File: config.mk
export PLATFORM = sky130hd
export DESIGN_NAME = bundle_request_arbiter
export DESIGN_NICKNAME = d
export VERILOG_FILES = /design/src/rtl/bundle_request_arbiter_pkg.sv /design/src/rtl/bundle_request_arbiter_rr_priority_select.sv /design/src/rtl/bundle_request_arbiter.sv
export SDC_FILE = /design/constraint.sdc
export NUM_CORES = 1
export LEC_CHECK = 0
export ABC_AREA = 1
export BUFFER_PORTS_ARGS = -buffer_cell sky130_fd_sc_hd__buf_4
export CORE_AREA = 8 8 191 193
export CTS_BUF_LIST = sky130_fd_sc_hd__clkbuf_2 sky130_fd_sc_hd__clkbuf_4 sky130_fd_sc_hd__clkbuf_8
export CTS_CLUSTER_DIAMETER = 40
export DETAILED_ROUTE_END_ITERATION = 6
export DIE_AREA = 0 0 199 201
export GPL_ROUTABILITY_DRIVEN = 0
export GPL_TIMING_DRIVEN = 1
export SYNTH_ARGS = -nofsm -noshare
export SYNTH_HDL_FRONTEND = slang
export SYNTH_SLANG_ARGS = --single-unit
File: constraint.sdc
create_clock -name ap_clk -period 2.53 [get_ports ap_clk]
set_clock_uncertainty 0.15 [all_clocks]
set_input_delay 0.253 -clock ap_clk [delete_from_list [all_inputs] [get_ports ap_clk]]
set_output_delay 0.253 -clock ap_clk [all_outputs]
set_load 0.02 [all_outputs]
File: src/rtl/bundle_request_arbiter_pkg.sv
// rtl/bundle_request_arbiter_pkg.sv - global widths, packet layout and arbiter state shared by the arbiter slice
package bundle_request_arbiter_pkg;

  localparam int CU_BUNDLE_COUNT        = 4;
  localparam int GLOBAL_ADDR_WIDTH_BITS = 64;
  localparam int GLOBAL_DATA_WIDTH_BITS = 32;

  // Flattened on the ports as {addr, data, is_write, last}; last sits in bit 0.
  typedef struct packed {
    logic [GLOBAL_ADDR_WIDTH_BITS-1:0] addr;
    logic [GLOBAL_DATA_WIDTH_BITS-1:0] data;
    logic                              is_write;
    logic                              last;
  } req_pkt_t;

  typedef enum logic {
    ARB_IDLE   = 1'b0,
    ARB_LOCKED = 1'b1
  } arb_state_e;

  // Index width that stays legal for a single requester.
  function automatic int idx_width(input int n);
    return (n > 1) ? $clog2(n) : 1;
  endfunction

endpackage

File: src/rtl/bundle_request_arbiter_rr_priority_select.sv
// rtl/bundle_request_arbiter_rr_priority_select.sv - first active request at or after the pointer, wrapping
module rr_priority_select
  import bundle_request_arbiter_pkg::*;
#(
  parameter int NUM_REQ = CU_BUNDLE_COUNT,
  parameter int IDX_W   = idx_width(NUM_REQ)
) (
  input  logic [NUM_REQ-1:0] req,
  input  logic [IDX_W-1:0]   ptr,
  output logic [IDX_W-1:0]   grant_idx,
  output logic               grant_valid
);

  int unsigned      base;
  int unsigned      idx;
  logic [IDX_W-1:0] idx_n;
  logic             found;

  // Walk the requesters starting at ptr; the first hit wins.
  always_comb begin
    grant_idx = '0;
    found     = 1'b0;
    base      = 32'(ptr);
    idx       = 0;
    idx_n     = '0;
    for (int k = 0; k < NUM_REQ; k++) begin
      idx   = (base + 32'(k)) % 32'(NUM_REQ);
      idx_n = IDX_W'(idx);
      if (!found && req[idx_n]) begin
        found     = 1'b1;
        grant_idx = idx_n;
      end
    end
    grant_valid = found;
  end

endmodule

File: src/rtl/bundle_request_arbiter.sv
// rtl/bundle_request_arbiter.sv - round-robin, burst-locking request arbiter with one registered output stage
module bundle_request_arbiter
  import bundle_request_arbiter_pkg::*;
#(
  parameter  int NUM_REQ = CU_BUNDLE_COUNT,
  parameter  int ADDR_W  = GLOBAL_ADDR_WIDTH_BITS,
  parameter  int DATA_W  = GLOBAL_DATA_WIDTH_BITS,
  localparam int PKT_W   = ADDR_W + DATA_W + 2,
  localparam int IDX_W   = idx_width(NUM_REQ)
) (
  input  logic                          ap_clk,
  input  logic                          areset,
  input  logic [NUM_REQ-1:0]            in_valid,
  output logic [NUM_REQ-1:0]            in_ready,
  input  logic [NUM_REQ-1:0][PKT_W-1:0] in_pkt,
  output logic                          out_valid,
  input  logic                          out_ready,
  output logic [PKT_W-1:0]              out_pkt,
  output logic [IDX_W-1:0]              out_id
);

  arb_state_e       state_q, state_d;
  logic [IDX_W-1:0] rr_ptr_q, rr_ptr_d;
  logic [IDX_W-1:0] lock_idx_q, lock_idx_d;
  logic             out_valid_q, out_valid_d;
  logic [PKT_W-1:0] out_pkt_q, out_pkt_d;
  logic [IDX_W-1:0] out_id_q, out_id_d;

  logic [IDX_W-1:0] sel_idx;
  logic             sel_valid;
  logic [IDX_W-1:0] grant_idx;
  logic             grant_live;
  logic             can_accept;
  logic             accept;
  logic [PKT_W-1:0] grant_pkt;
  logic             beat_last;
  logic [IDX_W-1:0] next_ptr;

  rr_priority_select #(
    .NUM_REQ (NUM_REQ),
    .IDX_W   (IDX_W)
  ) u_sel (
    .req         (in_valid),
    .ptr         (rr_ptr_q),
    .grant_idx   (sel_idx),
    .grant_valid (sel_valid)
  );

  // Grant: round-robin pick when idle, the burst owner while locked.
  always_comb begin
    grant_idx  = sel_idx;
    grant_live = sel_valid;
    if (state_q == ARB_LOCKED) begin
      grant_idx  = lock_idx_q;
      grant_live = 1'b1;
    end
  end

  // Ready goes to the grantee only when the output register can take a beat.
  always_comb begin
    in_ready   = '0;
    can_accept = !out_valid_q || out_ready;
    if (!areset && grant_live && can_accept) begin
      in_ready[grant_idx] = 1'b1;
    end
    accept    = |(in_valid & in_ready);
    grant_pkt = in_pkt[grant_idx];
    beat_last = grant_pkt[0];
    next_ptr  = (grant_idx == IDX_W'(NUM_REQ - 1)) ? '0 : grant_idx + IDX_W'(1);
  end

  // Lock on a non-final beat, release and advance the pointer on the final one.
  always_comb begin
    state_d    = state_q;
    rr_ptr_d   = rr_ptr_q;
    lock_idx_d = lock_idx_q;
    if (accept) begin
      if (beat_last) begin
        state_d  = ARB_IDLE;
        rr_ptr_d = next_ptr;
      end else begin
        state_d    = ARB_LOCKED;
        lock_idx_d = grant_idx;
      end
    end
  end

  // Output register: load on accept, otherwise empty once drained.
  always_comb begin
    out_valid_d = out_valid_q;
    out_pkt_d   = out_pkt_q;
    out_id_d    = out_id_q;
    if (accept) begin
      out_valid_d = 1'b1;
      out_pkt_d   = grant_pkt;
      out_id_d    = grant_idx;
    end else if (out_ready) begin
      out_valid_d = 1'b0;
    end
  end

  // State and output flops; reset drops any lock and any pending beat.
  always_ff @(posedge ap_clk) begin
    if (areset) begin
      state_q     <= ARB_IDLE;
      rr_ptr_q    <= '0;
      lock_idx_q  <= '0;
      out_valid_q <= 1'b0;
      out_pkt_q   <= '0;
      out_id_q    <= '0;
    end else begin
      state_q     <= state_d;
      rr_ptr_q    <= rr_ptr_d;
      lock_idx_q  <= lock_idx_d;
      out_valid_q <= out_valid_d;
      out_pkt_q   <= out_pkt_d;
      out_id_q    <= out_id_d;
    end
  end

  assign out_valid = out_valid_q;
  assign out_pkt   = out_pkt_q;
  assign out_id    = out_id_q;

endmodule

[Word level (Yosys, flattened, before mapping)]
Cells that the tools add are included.
Storage, ports and cells
  bits of input ports: 399
  register bits after elaboration: 106
  output and inout port bits: 105
Operators by class
  reductions and logical operators: 16
  equal/unequal tests: 1
  bitwise logic cells: 2
  add/sub/neg operators: 4
  muxes and demuxes: 27
  magnitude comparators: 6
Operators by type and width (count)
  $bmux 98 s2: 1
  $mux 98: 1
  $lt 2x3->1 const B: 5
  $mux 1: 13
  $mux 2: 6
  $bmux 1 s2: 4
  $logic_and 1x1->1: 6
  $logic_not 1->1: 5
  $add 2x1->2 const B: 2
  $add 2x2->2 const B: 2
  $and 4x4->4: 1
  $mux 4: 1
  $reduce_and 2->1: 2
  $reduce_or 4->1: 1
  $demux 1 s2: 1
  $eq 2x2->1 const B: 1
  $ge 2x1->1 const B: 1
  $reduce_bool 2->1: 1
  $logic_or 1x1->1: 1
  $not 1->1: 1

[Depth between registers and ports, before layout]
  depth after elaboration: 21
  gate-level depth with buffers: 22
  mapped depth without buffers: 18

[By module]
Synthesis repeated with hierarchy kept, for this count alone.
Unflattened totals
  cell total of the unflattened synthesis: 1116
  area, all modules: 6896.6 um^2
By module, submodules not included
  bundle_request_arbiter: times used 1, area an instance 6577.6 um^2, cells each 1057
  rr_priority_select: times used 1, area an instance 319.1 um^2, cells each 59

[Worst setup path after synthesis]
No wires, ideal clock.
  kind: reg-to-reg
  from: register rr_ptr_q[0]
  to: register out_pkt_q[40] (netlist: out_pkt[40])
  clock period less this slack: 2.774 ns
  stages on the path, launching flop included: 22
  arrival time: 2.508 ns
  library setup time: 0.116 ns
  slack: -0.244 ns
  required time: 2.264 ns
  path through: dfxtp_1 > buf_4 > nand2_2 > nand3_2 > nand2_2 > nor2_4 > nand3_2 > nand2_2 > o21bai_4 > inv_2 > buf_2 > buf_2 > ha_1 > inv_1 > nor3_1 > a21oi_2 > nand2_4 > inv_2 > buf_6 > buf_6 > nor2_1 > nor2_1
Between the ends
  longest elaborated chain between the ends: 20
  elaborated cells on any way between the ends: 39
  classes of those cells: 3 x add/sub; 2 x order compare; 23 x mux; 1 x bitwise; 10 x reduce/logical
Ends and longest elaborated chain
  start, declared: line bundle_request_arbiter.sv:23  | logic [IDX_W-1:0] rr_ptr_q, rr_ptr_d;
  start signal, assigned: line bundle_request_arbiter.sv:113  | rr_ptr_q <= rr_ptr_d;
  parallel branches: the longest is 20 deep, another holds $add 2x1->2
  end signal, assigned: line bundle_request_arbiter.sv:116  | out_pkt_q <= out_pkt_d;
  end, declared: line bundle_request_arbiter.sv:26  | logic [PKT_W-1:0] out_pkt_q, out_pkt_d;
Parallel ways; which one is timed is not known. The select of a mux whose other input is x is not followed.
A chain may end at the register's enable or synchronous reset.

[Final worst setup path]
  from: register rr_ptr_q[0]
  to: register out_pkt_q[97] (netlist: out_pkt[97])
The elaborated chain is that of the path after synthesis.

==> results.sh <==
export IMPL_status="finished with violations"
export IMPL_violations="negative setup slack"
export IMPL_holdCritStartpoint="in_pkt[97]"
export IMPL_crit_required_ps=2670
export IMPL_num_vias=9511
export IMPL_syn2layout_area_growth_pct=81.48
export IMPL_drt_wirelength_per_cell_um=18.35
export IMPL_crit_path_top_delay_cell="dfxtp_4"
export IMPL_min_period_over_period_pct=105.2
export IMPL_rr_endpoint="out_pkt[97]"
export IMPL_use_met2_pct=31.42
export IMPL_synth_area_um2=6782
export IMPL_first_global_vias=9914
export IMPL_setup_viol_count_final=109
export IMPL_worstRegToRegCells=20
export IMPL_slew_violations=0
export IMPL_dpl_cell_area_um2=11260
export IMPL_nets=2014
export IMPL_hold_viol=0
export IMPL_firstDrtPassIters=5
export IMPL_drt_antenna_violating_nets=0
export IMPL_cp_buffers_inverters=5
export IMPL_holdPathStages=5
export IMPL_htreeDepth=3
export IMPL_clk_path_buf_depth=2
export IMPL_endpoint_kind="flop"
export IMPL_clkSinkCount=106
export IMPL_top_usage_layer="met2"
export IMPL_worstPathCellList="buf_6, nand2_2, nand2_4, nand2_2, nand2_2, nor2_4, nand3_2, nand2_2, nand3_2, nand2_4, ha_4, inv_4, nor3_4, a21oi_2, nand2_4, inv_6, buf_12, clkbuf_16, nor2_1, nor2_1"
export IMPL_syn_inst=1109
export IMPL_finalWorstSetupSlack_ps=-130.5
export IMPL_wl_mm=37.94
export IMPL_via_per_inst=4.599
export IMPL_final_area_um2=12310
export IMPL_ys_seq_area_share_pct=31.29
export IMPL_synth_fp_nets=1509
export IMPL_die_y_um=201
export IMPL_clk_pin_slew_worst_paths_ps=110
export IMPL_fmax_ghz=0.3759
export IMPL_track_usage_pct=17.19
export IMPL_reg2reg_from="rr_ptr_q[0]"
export IMPL_core_um2=33280
export IMPL_grt_max_degree=92
export IMPL_port_buffers=503
export IMPL_cap_violations=0
export IMPL_cp_max_fo=10
export IMPL_synth_avg_cell_area_um2=6.115
export IMPL_drive_gt1_share_pct=44.04
export IMPL_grt_pass1_wl_mm=54.29
export IMPL_yosysWarningCount=0
export IMPL_hold_class="in2reg"
export IMPL_start_util_pct=20.38
export IMPL_worstSkewPairLatency_ps=390
export IMPL_grt_overflow_total=0
export IMPL_regToRegSetupSlack_ps=-130
export IMPL_drtIter0Drc=323
export IMPL_place_inst=2028
export IMPL_cts_made_buffers=9
export IMPL_synth_ff_latch_count=106
export IMPL_cp_arrival_ps=2800
export IMPL_start_kind="flop"
export IMPL_dieArea_um2=40000
export IMPL_cts_tree="built"
export IMPL_grt_util_met3_pct=5.549
export IMPL_use_met1_pct=17.71
export IMPL_pin_count=504
export IMPL_crit_top_cell="nand2_2"
export IMPL_worstMarginPinSlew_ps=1022
export IMPL_finalNonFillerCells=2068
export IMPL_slowest_delay_ps=400
export IMPL_synthDistinctLibCells=27
export IMPL_fp_dieW_um=199
export IMPL_cp_top_family="simple AND/OR/NAND/NOR gates"
export IMPL_drc_errors=0
export IMPL_fin_crit_ps=2661
export IMPL_min_to="out_pkt[97]"
export IMPL_antenna_found_initial=2
export IMPL_rsz0062_at_grt="yes"
export IMPL_root_buffer="clkbuf_8"
export IMPL_slew_headroom_pct=31.87
export IMPL_place_hpwl_mm=28.56
export IMPL_rows=67
export IMPL_criticalPathCategory="reg2reg"
==> layout by cell type (no fill, tap or decap), drive strengths merged, types with 2 or more instances in the layout <==
cell	netlist	layout
a21oi	17	17
buf	55	571
bufbuf	0	2
clkbuf	32	16
clkinv	0	4
dfxtp	106	106
inv	22	24
nand2	269	269
nand3	15	15
nor2	301	301
nor3	2	2
o211ai	89	89
o21ai	197	197
==> through the flow <==
step / setup slack [ps] / hold WS, ps / setup TNS, ps / utilization (%)
2_1_floorplan: -25.07 / 288.3 / -1084 / -
3_3_place_gp: -78.15 / 300.5 / -461.0 / 33.82
3_5_place_dp: -109.2 / 302.8 / -3642 / 33.82
4_1_cts: -63.43 / 5.468 / -2963 / 35.43
5_1_grt: -302.8 / 26.89 / -27170 / 36.98
6_report: -130.5 / 42.89 / -8213 / 36.98
==> how the worst max path moves through the flow <==
stage / slack (ps) / endpoint / cells past startpoint / startpoint
floorplan: -30 / out_pkt[40] / 22 / rr_ptr_q[0]
global placement: -80 / lock_idx_q[1] / 19 / rr_ptr_q[0]
detailed placement: -110 / lock_idx_q[0] / 19 / rr_ptr_q[0]
CTS: -60 / out_pkt[54] / 20 / rr_ptr_q[0]
global route: -300 / out_pkt[62] / 20 / rr_ptr_q[0]
finish: -130 / out_pkt[97] / 20 / rr_ptr_q[0]
==> flip-flops by register name, summed over array words and instances (netlist names) <==
| register | cells |
|---|---|
| state_q | 1 |
| out_valid | 1 |
| rr_ptr_q | 2 |
| lock_idx_q | 2 |
| out_id | 2 |
| out_pkt | 98 |
==> worst reg2reg max path, stage by stage, from the launching register on <==
cell and delay (ps):
dfxtp_4 400, buf_6 130, nand2_2 70, nand2_4 70, nand2_2 80, nand2_2 70
nor2_4 140, nand3_2 100, nand2_2 70, nand3_2 90, nand2_4 150, ha_4 160
inv_4 50, nor3_4 110, a21oi_2 60, nand2_4 130, inv_6 70, buf_12 150
clkbuf_16 180, nor2_1 100, nor2_1 40
==> cell usage after synthesis <==
master,number,area (µm²)
buf_6,11,123.9
clkbuf_1,27,101.4
dfxtp_1,106,2122
a21oi_2,1,8.760
clkbuf_2,5,25.02
inv_2,7,26.28
buf_4,11,82.58
inv_1,15,56.30
nand2_1,263,987.2
nor3_1,2,10.01
o211ai_1,89,668.1
nor2_4,2,22.52
nand3_2,5,50.05
nand4_1,1,6.260
ha_1,1,12.51
buf_2,29,145.1
and2_1,1,6.260
o21ai_1,2,10.01
o21bai_4,1,18.77
nand2_4,2,22.52
o21ai_0,195,975.9
nand2_2,4,25.02
a21oi_1,16,80.08
buf_1,4,15.01
nor2_2,3,18.77
nor2_1,296,1111
nand3_1,10,50.05
==> layout make-up <==
cell class,instances,area (µm²)
Antenna cell,1,2.502
Clock buffer,9,123.9
Clock inverter,7,81.33
Fill cell,3563,20970
Inverter,22,103.9
Multi-Input combinational cell,894,4432
Sequential cell,106,2130
Tap cell,448,560.5
Timing Repair Buffer,581,4873
==> cell families (layout without fill, tap and decap cells) <==
logic type,after synthesis,after routing,synth area share [%]
simple gates,589,589,34.06
flops,106,106,31.29
fa+ha+maj,1,1,0.1845
compound gates,304,304,25.98
buf+inv,109,619,8.487
other cells,0,1,0
==> routing by layer <==
metal / vias to the layer above / routed length, µm
li1: 4669 / -
met1: 4352 / 13820
met2: 423 / 19540
met3: 65 / 3338
met4: 2 / 1230
met5: - / 13
==> repair_timing <==
item,in CTS,in global routing
gates resized for setup,69,85
hold buffers,1,0
pin swaps,18,40
hold endpoints to repair,1,0
buffers inserted,8,6
endpoints found under the setup margin,102,110
cloned,3,7
Power is not shown: default switching activity piles up to over one toggle a cycle in this logic, so the estimate is an artifact.
